<file path="config.mk">
export PLATFORM = sky130hd
export DESIGN_NAME = multicycle_alu_flat
export DESIGN_NICKNAME = d
export VERILOG_FILES = /design/src/rtl/multicycle_alu_if.sv /design/src/rtl/multicycle_alu.sv /design/src/flat_wrapper.sv
export SDC_FILE = /design/constraint.sdc
export NUM_CORES = 1
export LEC_CHECK = 0
export CAP_MARGIN = 40
export CORE_ASPECT_RATIO = 1.5
export CORE_MARGIN = 2
export CORE_UTILIZATION = 37
export DETAILED_ROUTE_END_ITERATION = 7
export GPL_ROUTABILITY_DRIVEN = 0
export GPL_TIMING_DRIVEN = 1
export PLACE_DENSITY = 0.6
export SYNTH_ARGS = -nofsm -noshare
export SYNTH_HDL_FRONTEND = slang
export SYNTH_SLANG_ARGS = --single-unit
</file>
<file path="constraint.sdc">
create_clock -name clk -period 3.7 [get_ports clk]
set_input_delay 0.37 -clock clk [delete_from_list [all_inputs] [get_ports clk]]
set_output_delay 0.37 -clock clk [all_outputs]
set_load 0.005 [all_outputs]
</file>
<file path="src/rtl/multicycle_alu_if.sv">
// Handshake and operand/result bundle between the pipeline control and the multicycle ALU.
// Master (control/bench): start, alu_op, op_a, op_b.  Slave (ALU): result, carry, zero,
// div_by_zero, busy, done.  No queuing: start only counts while busy is low.
interface multicycle_alu_if #(
    parameter int WIDTH = 8
);
    logic             start;
    logic [2:0]       alu_op;
    logic [WIDTH-1:0] op_a;
    logic [WIDTH-1:0] op_b;
    logic [WIDTH-1:0] result;
    logic             carry;
    logic             zero;
    logic             div_by_zero;
    logic             busy;
    logic             done;

    modport master (
        output start, alu_op, op_a, op_b,
        input  result, carry, zero, div_by_zero, busy, done
    );

    modport slave (
        input  start, alu_op, op_a, op_b,
        output result, carry, zero, div_by_zero, busy, done
    );
endinterface

</file>
<file path="src/rtl/multicycle_alu.sv">
// Execution-stage ALU: single-cycle ADD/SUB/AND/OR/XOR/NOT, iterative shift-add MUL and restoring DIV.
// Latency: 1 cycle for single-cycle ops and DIV-by-zero, WIDTH+1 cycles for MUL/DIV (done pulse).
// Backpressure: busy high while an op is in flight; start outside IDLE is dropped, never queued.
// Ports: clk, rst_n (async active-low), bus (slave modport of multicycle_alu_if).
module multicycle_alu #(
    parameter int WIDTH = 8
) (
    input  logic                clk,
    input  logic                rst_n,
    multicycle_alu_if.slave     bus
);

    localparam int CW = $clog2(WIDTH + 1);

    localparam logic [2:0] OP_ADD = 3'b000;
    localparam logic [2:0] OP_SUB = 3'b001;
    localparam logic [2:0] OP_MUL = 3'b010;
    localparam logic [2:0] OP_DIV = 3'b011;
    localparam logic [2:0] OP_AND = 3'b100;
    localparam logic [2:0] OP_OR  = 3'b101;
    localparam logic [2:0] OP_XOR = 3'b110;

    typedef enum logic [1:0] {
        S_IDLE = 2'd0,
        S_CALC = 2'd1,
        S_DONE = 2'd2
    } state_t;

    state_t           state_q, state_d;
    logic [2:0]       op_q, op_d;
    // acc: MUL partial product / DIV partial remainder
    // a:   MUL shifted multiplicand / DIV dividend shifting out, quotient shifting in
    // b:   MUL multiplier shifting right / DIV divisor
    logic [WIDTH-1:0] acc_q, acc_d;
    logic [WIDTH-1:0] a_q, a_d;
    logic [WIDTH-1:0] b_q, b_d;
    logic [CW-1:0]    cnt_q, cnt_d;
    logic [WIDTH-1:0] result_q, result_d;
    logic             carry_q, carry_d;
    logic             zero_q, zero_d;
    logic             dbz_q, dbz_d;

    // Datapath helpers
    logic [WIDTH:0]   sum_w, diff_w;
    logic [WIDTH:0]   rem_sh;
    logic             rem_ge;
    logic [WIDTH-1:0] step_acc, step_a, step_b;
    logic [WIDTH-1:0] single_res;
    logic             single_carry;

    always_comb begin
        sum_w  = {1'b0, bus.op_a} + {1'b0, bus.op_b};
        diff_w = {1'b0, bus.op_a} - {1'b0, bus.op_b};

        // Restoring step: bring the next dividend bit into the remainder and
        // subtract the divisor only if it fits. The remainder is always below
        // the divisor, so the shifted value fits in WIDTH+1 bits and the
        // subtracted value fits back into WIDTH bits.
        rem_sh = {acc_q, a_q[WIDTH-1]};
        rem_ge = (rem_sh >= {1'b0, b_q});

        if (op_q == OP_MUL) begin
            step_acc = b_q[0] ? (acc_q + a_q) : acc_q;
            step_a   = a_q << 1;
            step_b   = b_q >> 1;
        end else begin
            step_acc = rem_ge ? (rem_sh[WIDTH-1:0] - b_q) : rem_sh[WIDTH-1:0];
            step_a   = {a_q[WIDTH-2:0], rem_ge};
            step_b   = b_q;
        end

        single_res   = '0;
        single_carry = 1'b0;
        case (bus.alu_op)
            OP_ADD: begin
                single_res   = sum_w[WIDTH-1:0];
                single_carry = sum_w[WIDTH];
            end
            OP_SUB: begin
                single_res   = diff_w[WIDTH-1:0];
                single_carry = diff_w[WIDTH];   // borrow: a < b unsigned
            end
            OP_AND:  single_res = bus.op_a & bus.op_b;
            OP_OR:   single_res = bus.op_a | bus.op_b;
            OP_XOR:  single_res = bus.op_a ^ bus.op_b;
            default: single_res = ~bus.op_a;  // NOT; MUL/DIV never take this path
        endcase
    end

    always_comb begin
        state_d  = state_q;
        op_d     = op_q;
        acc_d    = acc_q;
        a_d      = a_q;
        b_d      = b_q;
        cnt_d    = cnt_q;
        result_d = result_q;
        carry_d  = carry_q;
        zero_d   = zero_q;
        dbz_d    = dbz_q;

        case (state_q)
            S_IDLE: begin
                if (bus.start) begin
                    op_d  = bus.alu_op;
                    dbz_d = 1'b0;
                    if (bus.alu_op == OP_MUL ||
                        (bus.alu_op == OP_DIV && bus.op_b != '0)) begin
                        acc_d   = '0;
                        a_d     = bus.op_a;
                        b_d     = bus.op_b;
                        cnt_d   = CW'(WIDTH);
                        state_d = S_CALC;
                    end else if (bus.alu_op == OP_DIV) begin
                        // Divide by zero skips the iteration entirely
                        result_d = '1;
                        carry_d  = 1'b0;
                        zero_d   = 1'b0;
                        dbz_d    = 1'b1;
                        state_d  = S_DONE;
                    end else begin
                        result_d = single_res;
                        carry_d  = single_carry;
                        zero_d   = (single_res == '0);
                        state_d  = S_DONE;
                    end
                end
            end
            S_CALC: begin
                acc_d = step_acc;
                a_d   = step_a;
                b_d   = step_b;
                cnt_d = cnt_q - CW'(1);
                if (cnt_q == CW'(1)) begin
                    // Last iteration: commit the step's output straight to the result
                    result_d = (op_q == OP_MUL) ? step_acc : step_a;
                    carry_d  = 1'b0;
                    zero_d   = (((op_q == OP_MUL) ? step_acc : step_a) == '0);
                    state_d  = S_DONE;
                end
            end
            S_DONE: begin
                state_d = S_IDLE;
            end
            default: begin
                state_d = S_IDLE;
            end
        endcase
    end

    always_ff @(posedge clk or negedge rst_n) begin
        if (!rst_n) begin
            state_q  <= S_IDLE;
            op_q     <= '0;
            acc_q    <= '0;
            a_q      <= '0;
            b_q      <= '0;
            cnt_q    <= '0;
            result_q <= '0;
            carry_q  <= 1'b0;
            zero_q   <= 1'b0;
            dbz_q    <= 1'b0;
        end else begin
            state_q  <= state_d;
            op_q     <= op_d;
            acc_q    <= acc_d;
            a_q      <= a_d;
            b_q      <= b_d;
            cnt_q    <= cnt_d;
            result_q <= result_d;
            carry_q  <= carry_d;
            zero_q   <= zero_d;
            dbz_q    <= dbz_d;
        end
    end

    assign bus.result      = result_q;
    assign bus.carry       = carry_q;
    assign bus.zero        = zero_q;
    assign bus.div_by_zero = dbz_q;
    assign bus.busy        = (state_q != S_IDLE);
    assign bus.done        = (state_q == S_DONE);

endmodule

</file>
<file path="src/flat_wrapper.sv">
// flat-port wrapper written by rule: the top's interface ports become plain ports
module multicycle_alu_flat 
#(
    parameter int WIDTH = 8
)
  (clk, rst_n, bus_start, bus_alu_op, bus_op_a, bus_op_b, bus_result, bus_carry, bus_zero, bus_div_by_zero, bus_busy, bus_done);
  multicycle_alu_if #(.WIDTH(WIDTH)) bus_i ();
  input  logic clk;
  input  logic rst_n;
  input wire logic [$bits(bus_i.start)-1:0] bus_start;
  input wire logic [$bits(bus_i.alu_op)-1:0] bus_alu_op;
  input wire logic [$bits(bus_i.op_a)-1:0] bus_op_a;
  input wire logic [$bits(bus_i.op_b)-1:0] bus_op_b;
  output wire logic [$bits(bus_i.result)-1:0] bus_result;
  output wire logic [$bits(bus_i.carry)-1:0] bus_carry;
  output wire logic [$bits(bus_i.zero)-1:0] bus_zero;
  output wire logic [$bits(bus_i.div_by_zero)-1:0] bus_div_by_zero;
  output wire logic [$bits(bus_i.busy)-1:0] bus_busy;
  output wire logic [$bits(bus_i.done)-1:0] bus_done;
  assign bus_i.start = bus_start;
  assign bus_i.alu_op = bus_alu_op;
  assign bus_i.op_a = bus_op_a;
  assign bus_i.op_b = bus_op_b;
  assign bus_result = bus_i.result;
  assign bus_carry = bus_i.carry;
  assign bus_zero = bus_i.zero;
  assign bus_div_by_zero = bus_i.div_by_zero;
  assign bus_busy = bus_i.busy;
  assign bus_done = bus_i.done;
  multicycle_alu #(.WIDTH(WIDTH)) u_core (.clk(clk), .rst_n(rst_n), .bus(bus_i));
endmodule
</file>
==> results by stage <==
Routing:
- The routed via count divided by cell count is 5.78.
- The post-route antenna net violation count is 0.
- The count of routing violations after the opening detailed-route iteration is 242.
- For this block, the via count after detailed routing is 4088.
- In the final routed layout, each cell accounts on average for 17.5 um.
- The number of remaining DRC errors is 0.
- The detailed-router iteration count before antenna repair is 5.
- After detailed routing, the total wire length is 12.4 mm.

Clock network:
- The number of hold buffers added after CTS was 1.
- After clock tree synthesis, the clock-pin slew on the worst setup and hold paths is 60 ps.
- TritonCTS built the clock tree.
- The clock reaches the later pin of the worst-skew pair after 290 ps.
- The clock root buffer is sky130_fd_sc_hd__clkbuf_16.
- In this run, post-CTS repair resized a total of 0 instances.
- The maximum count of clock buffers along a single path is 2.
- In this run the post-CTS setup repair buffer count came out at 0.
- The clock drives 44 sinks.
- The number of CTS-inserted buffers is 5.
- The number of levels the H-tree was split into is 2.

Timing:
- Summed over all failing endpoints, the final setup total negative slack is 0 ps.
- At the pin with the least slew margin, the transition time is 725 ps.
- The worst setup skew after layout is 4.87 ps.
- The worst-case headroom to the max-slew limit is 0.515.
- The post-route clock period utilization is 0.840.
- The number of failing hold endpoints at the final stage is 0.
- Setup violations remaining at the end of the flow were counted as 0.
- Timing would allow up to 322 MHz.
- The post-layout worst setup margin is 590 ps.
- Setup repair after global routing left no endpoint under its margin.
- The count of final max-slew check failures was 0.
- The shortest clock period the worst path allows after layout is 3110 ps.

Pwr:
- The maximum ir drop on the vdd rail is 0.000263 V.
- The clock network fraction of design power is 0.141.
- The sequential share of power is 0.247.
- The standby leakage power is 2.14 nW.
- Of the total power, the share spent switching nets is 0.454.
- The logic gate share of total power is 0.612.
- The internal portion of total power is 0.00205 W.
- The switching component of the power is 0.00171 W.
- Dividing total power by cell area gives a power density of 754 mW/mm^2.

Die:
- The I/O pin count is 35.
- The region available for standard cell placement spans 0.0114 sq mm.
- The die boundary height is 136 um.
- For this configuration, the core starts out at a cell density of 0.378.
- The die covers 0.0125 sq mm.
- The horizontal die dimension is 92.1 um.
- The placement row count is 48.

Worst setup path:
- Walking the worst path, the cells encountered are clkdlybuf4s50_1 -> inv_1 -> ha_1 -> fa_1 -> or3_1 -> a31oi_1 -> o41a_1 -> o22ai_1 -> a211oi_1 -> a21oi_1 -> mux2_2.
- The setup path with the least slack is of type input pin to flip-flop.
- The register-to-register path setup slack is 720 ps.
- The master of the slowest instance on the critical path is sky130_fd_sc_hd__clkdlybuf4s50_1.
- The required time reported for the critical path endpoint is 3870 ps.
- The number of buffer and inverter stages on the critical path is 2.
- In this run the critical register-to-register path is launched from u_core.acc_q[0]$_DFFE_PN0P_.
- The type of origin of the critical path is an input pin.
- Along the worst path, the maximum fanout reaches 4.
- For the worst flop-to-flop path, the logic depth is 9.
- The reg-to-reg endpoint is u_core.bus.zero$_DFFE_PN0P_.
- The critical path's largest stage delay is 550 ps.
- In this design, the largest share of critical-path delay is due to compound AO/OA/AOI/OAI gates.
- The worst setup path is captured at a flip-flop.
- Data on the critical path arrives at its endpoint at 3280 ps.

Synth:
- By area the synthesized netlist is led by sky130_fd_sc_hd__dfrtp_1, sky130_fd_sc_hd__ha_1, sky130_fd_sc_hd__a21oi_1, sky130_fd_sc_hd__nor2_1, sky130_fd_sc_hd__o21ai_0.
- After synthesis the cells add up to 0.00431 sq mm.
- By count the netlist is led by sky130_fd_sc_hd__nor2_1, sky130_fd_sc_hd__dfrtp_1, sky130_fd_sc_hd__a21oi_1, sky130_fd_sc_hd__ha_1.
- After synthesis, the share of flip-flops with an asynchronous set or reset is 1.00.
- The number of instances in the synthesized netlist is 531.
- The synthesized flop and latch total is 44.
- The synthesized area divided by synthesized cell count is 8.12 sq um.
- The most common cell in the netlist is sky130_fd_sc_hd__nor2_1.
- The share of synthesized area occupied by flip-flops and latches is 0.255.
- The post-synthesis cell type count is 73.
- The number of enable flip-flop cells after synthesis is 0.
- The commonest register cell after synthesis is sky130_fd_sc_hd__dfrtp_1.
- The number of warnings issued by yosys is 0.
- The cell accounting for the most synthesized area is sky130_fd_sc_hd__dfrtp_1.
- When the netlist entered floorplanning its net count stood at 598.
- The fraction of synthesized cell area taken by the top area cell type is 0.255.

Layout:
- The number of filler instances in the final layout is 1187.
- For this run, the post-layout net count is 623.
- The share of cells above drive strength 1 is 0.0880.
- Across the whole layout, storage elements account for 0.00110 sq mm.
- The antenna diode count is 0.
- In the final layout, the multi-input gates occupy 0.00295 sq mm.
- Compared with the post-synthesis result, the final layout area differs by 15.8%.

Placement:
- The estimated wirelength of the detail-placed design is 9.86 mm.
- The number of buffers added on ports is 34.
- The worst setup slack before clock tree synthesis is 324 ps.

Job:
- Across the run, the number of max-cap violations was 0.

Worst hold path:
- The worst min-delay path class is input pin to async pin.

GRT:
- For this run, the total global-route usage over all layers was measured as 0.201.
- For this run the aggregate overflow at the end of global routing stands at 0.
- The first global-routing pass estimated 20.0 mm of wire.
- The number of antenna violations at the first check in global routing came to 0.
- The via count of the first global-routing pass is 4092.
- Entering global routing, the biggest net connects 36 pins.

Status:
- The run finished with clean final reports.
[layer usage]
| metal | routed length [um] | global-route usage | vias to the layer above |
|---|---|---|---|
| li1 | - | - | 1990 |
| met1 | 4890 | 0.221 | 1958 |
| met2 | 6620 | 0.382 | 104 |
| met3 | 321 | 0.0194 | 36 |
| met4 | 522 | 0.0978 | 0 |
| met5 | 0 | 0 | - |
[kinds of logic (layout without fill, tap and decap cells)]
kind of cell | after synthesis | in the layout | share of synthesized area
AO/OA/AOI/OAI | 178 | 178 | 0.282
buffers and inverters | 67 | 93 | 0.0618
multiplexers | 25 | 25 | 0.0601
AND/OR/NAND/NOR | 163 | 163 | 0.185
flip-flops | 44 | 44 | 0.255
XOR/XNOR | 9 | 9 | 0.0183
adder cells (fa/ha/maj) | 45 | 45 | 0.138
[through the flow]
step | util | std cells | power (W) | instance area [sq um] | hold slack (ps)
finish | 0.437 | 707 | 0.00377 | 4990 | 520
floorplan | - | 531 | 0.00258 | 4310 | 74.4
CTS | 0.437 | 707 | 0.00378 | 4990 | 528
global placement | 0.419 | 697 | 0.00318 | 4780 | 498
detailed placement | 0.421 | 698 | 0.00323 | 4800 | 298
global route | 0.437 | 707 | 0.00409 | 4990 | 558
[power groups by stage]
stage | Sequential [W] | Clock (W) | Combinational (W)
3_3_place_gp | 0.000930 | 0 | 0.00225
5_1_grt | 0.000961 | 0.000556 | 0.00258
3_5_place_dp | 0.000935 | 0 | 0.00230
4_1_cts | 0.000928 | 0.000540 | 0.00231
6_report | 0.000929 | 0.000531 | 0.00230
2_1_floorplan | 0.000858 | 0 | 0.00172
[layout by cell type, fill, tap and decap left out, drive strengths merged, types with 3 or more instances in the layout]
master	n
mux2	7
inv	41
a211oi	15
nand2	40
fa	4
buf	10
a31o	5
or3	5
nor2	53
or3b	3
o211ai	4
dfrtp	44
o22ai	10
o31ai	7
nor3	12
mux2i	18
a211o	4
a21o	7
a32o	3
a22o	3
nor2b	8
ha	41
nor4	4
o21ai	40
nand3b	3
xnor2	6
a31oi	8
nand2b	10
a21oi	42
nand3	11
clkbuf	6
o311ai	3
clkdlybuf4s50	33
xor2	3
or2	3
o21a	4
[flip-flops by register name, summed over array words and instances (netlist names)]
name,count
u_core.bus.result,8
u_core.acc_q,8
u_core.cnt_q,4
u_core.a_q,8
u_core.state_q,2
u_core.op_q,3
u_core.b_q,8
u_core.bus.div_by_zero,1
u_core.bus.zero,1
u_core.bus.carry,1
[worst register-to-register path: stages (launching register included)]
cell	delay [ps]
sky130_fd_sc_hd__dfrtp_1	470
sky130_fd_sc_hd__ha_1	280
sky130_fd_sc_hd__fa_1	450
sky130_fd_sc_hd__a211oi_1	260
sky130_fd_sc_hd__nor2_1	120
sky130_fd_sc_hd__or4_1	510
sky130_fd_sc_hd__a31o_2	300
sky130_fd_sc_hd__and4_1	180
sky130_fd_sc_hd__a41oi_2	210
sky130_fd_sc_hd__o31ai_2	90
[final cells by class]
class / instances / area share
tap: 150 / 0.0376
clock inverter: 2 / 0.00777
sequential: 44 / 0.221
timing repair buffer: 44 / 0.0852
inverter: 41 / 0.0308
multi-input combinational: 420 / 0.590
clock buffer: 6 / 0.0278
[how the worst max path moves through the flow]
stage / start / endpoint / slack, ps / cells past startpoint
after global placement: bus_op_a[0] / u_core.bus.result[6]$_DFFE_PN0P_ / 430 / 11
after detailed placement: bus_op_a[0] / u_core.bus.result[6]$_DFFE_PN0P_ / 320 / 11
after CTS: bus_op_a[0] / u_core.bus.result[6]$_DFFE_PN0P_ / 630 / 11
after floorplan: u_core.acc_q[0]$_DFFE_PN0P_ / u_core.bus.zero$_DFFE_PN0P_ / 990 / 9
after global routing: bus_op_a[0] / u_core.bus.result[6]$_DFFE_PN0P_ / 440 / 11
final: bus_op_a[0] / u_core.bus.result[6]$_DFFE_PN0P_ / 590 / 11
Note: power is estimated with default switching activity, not from simulation.
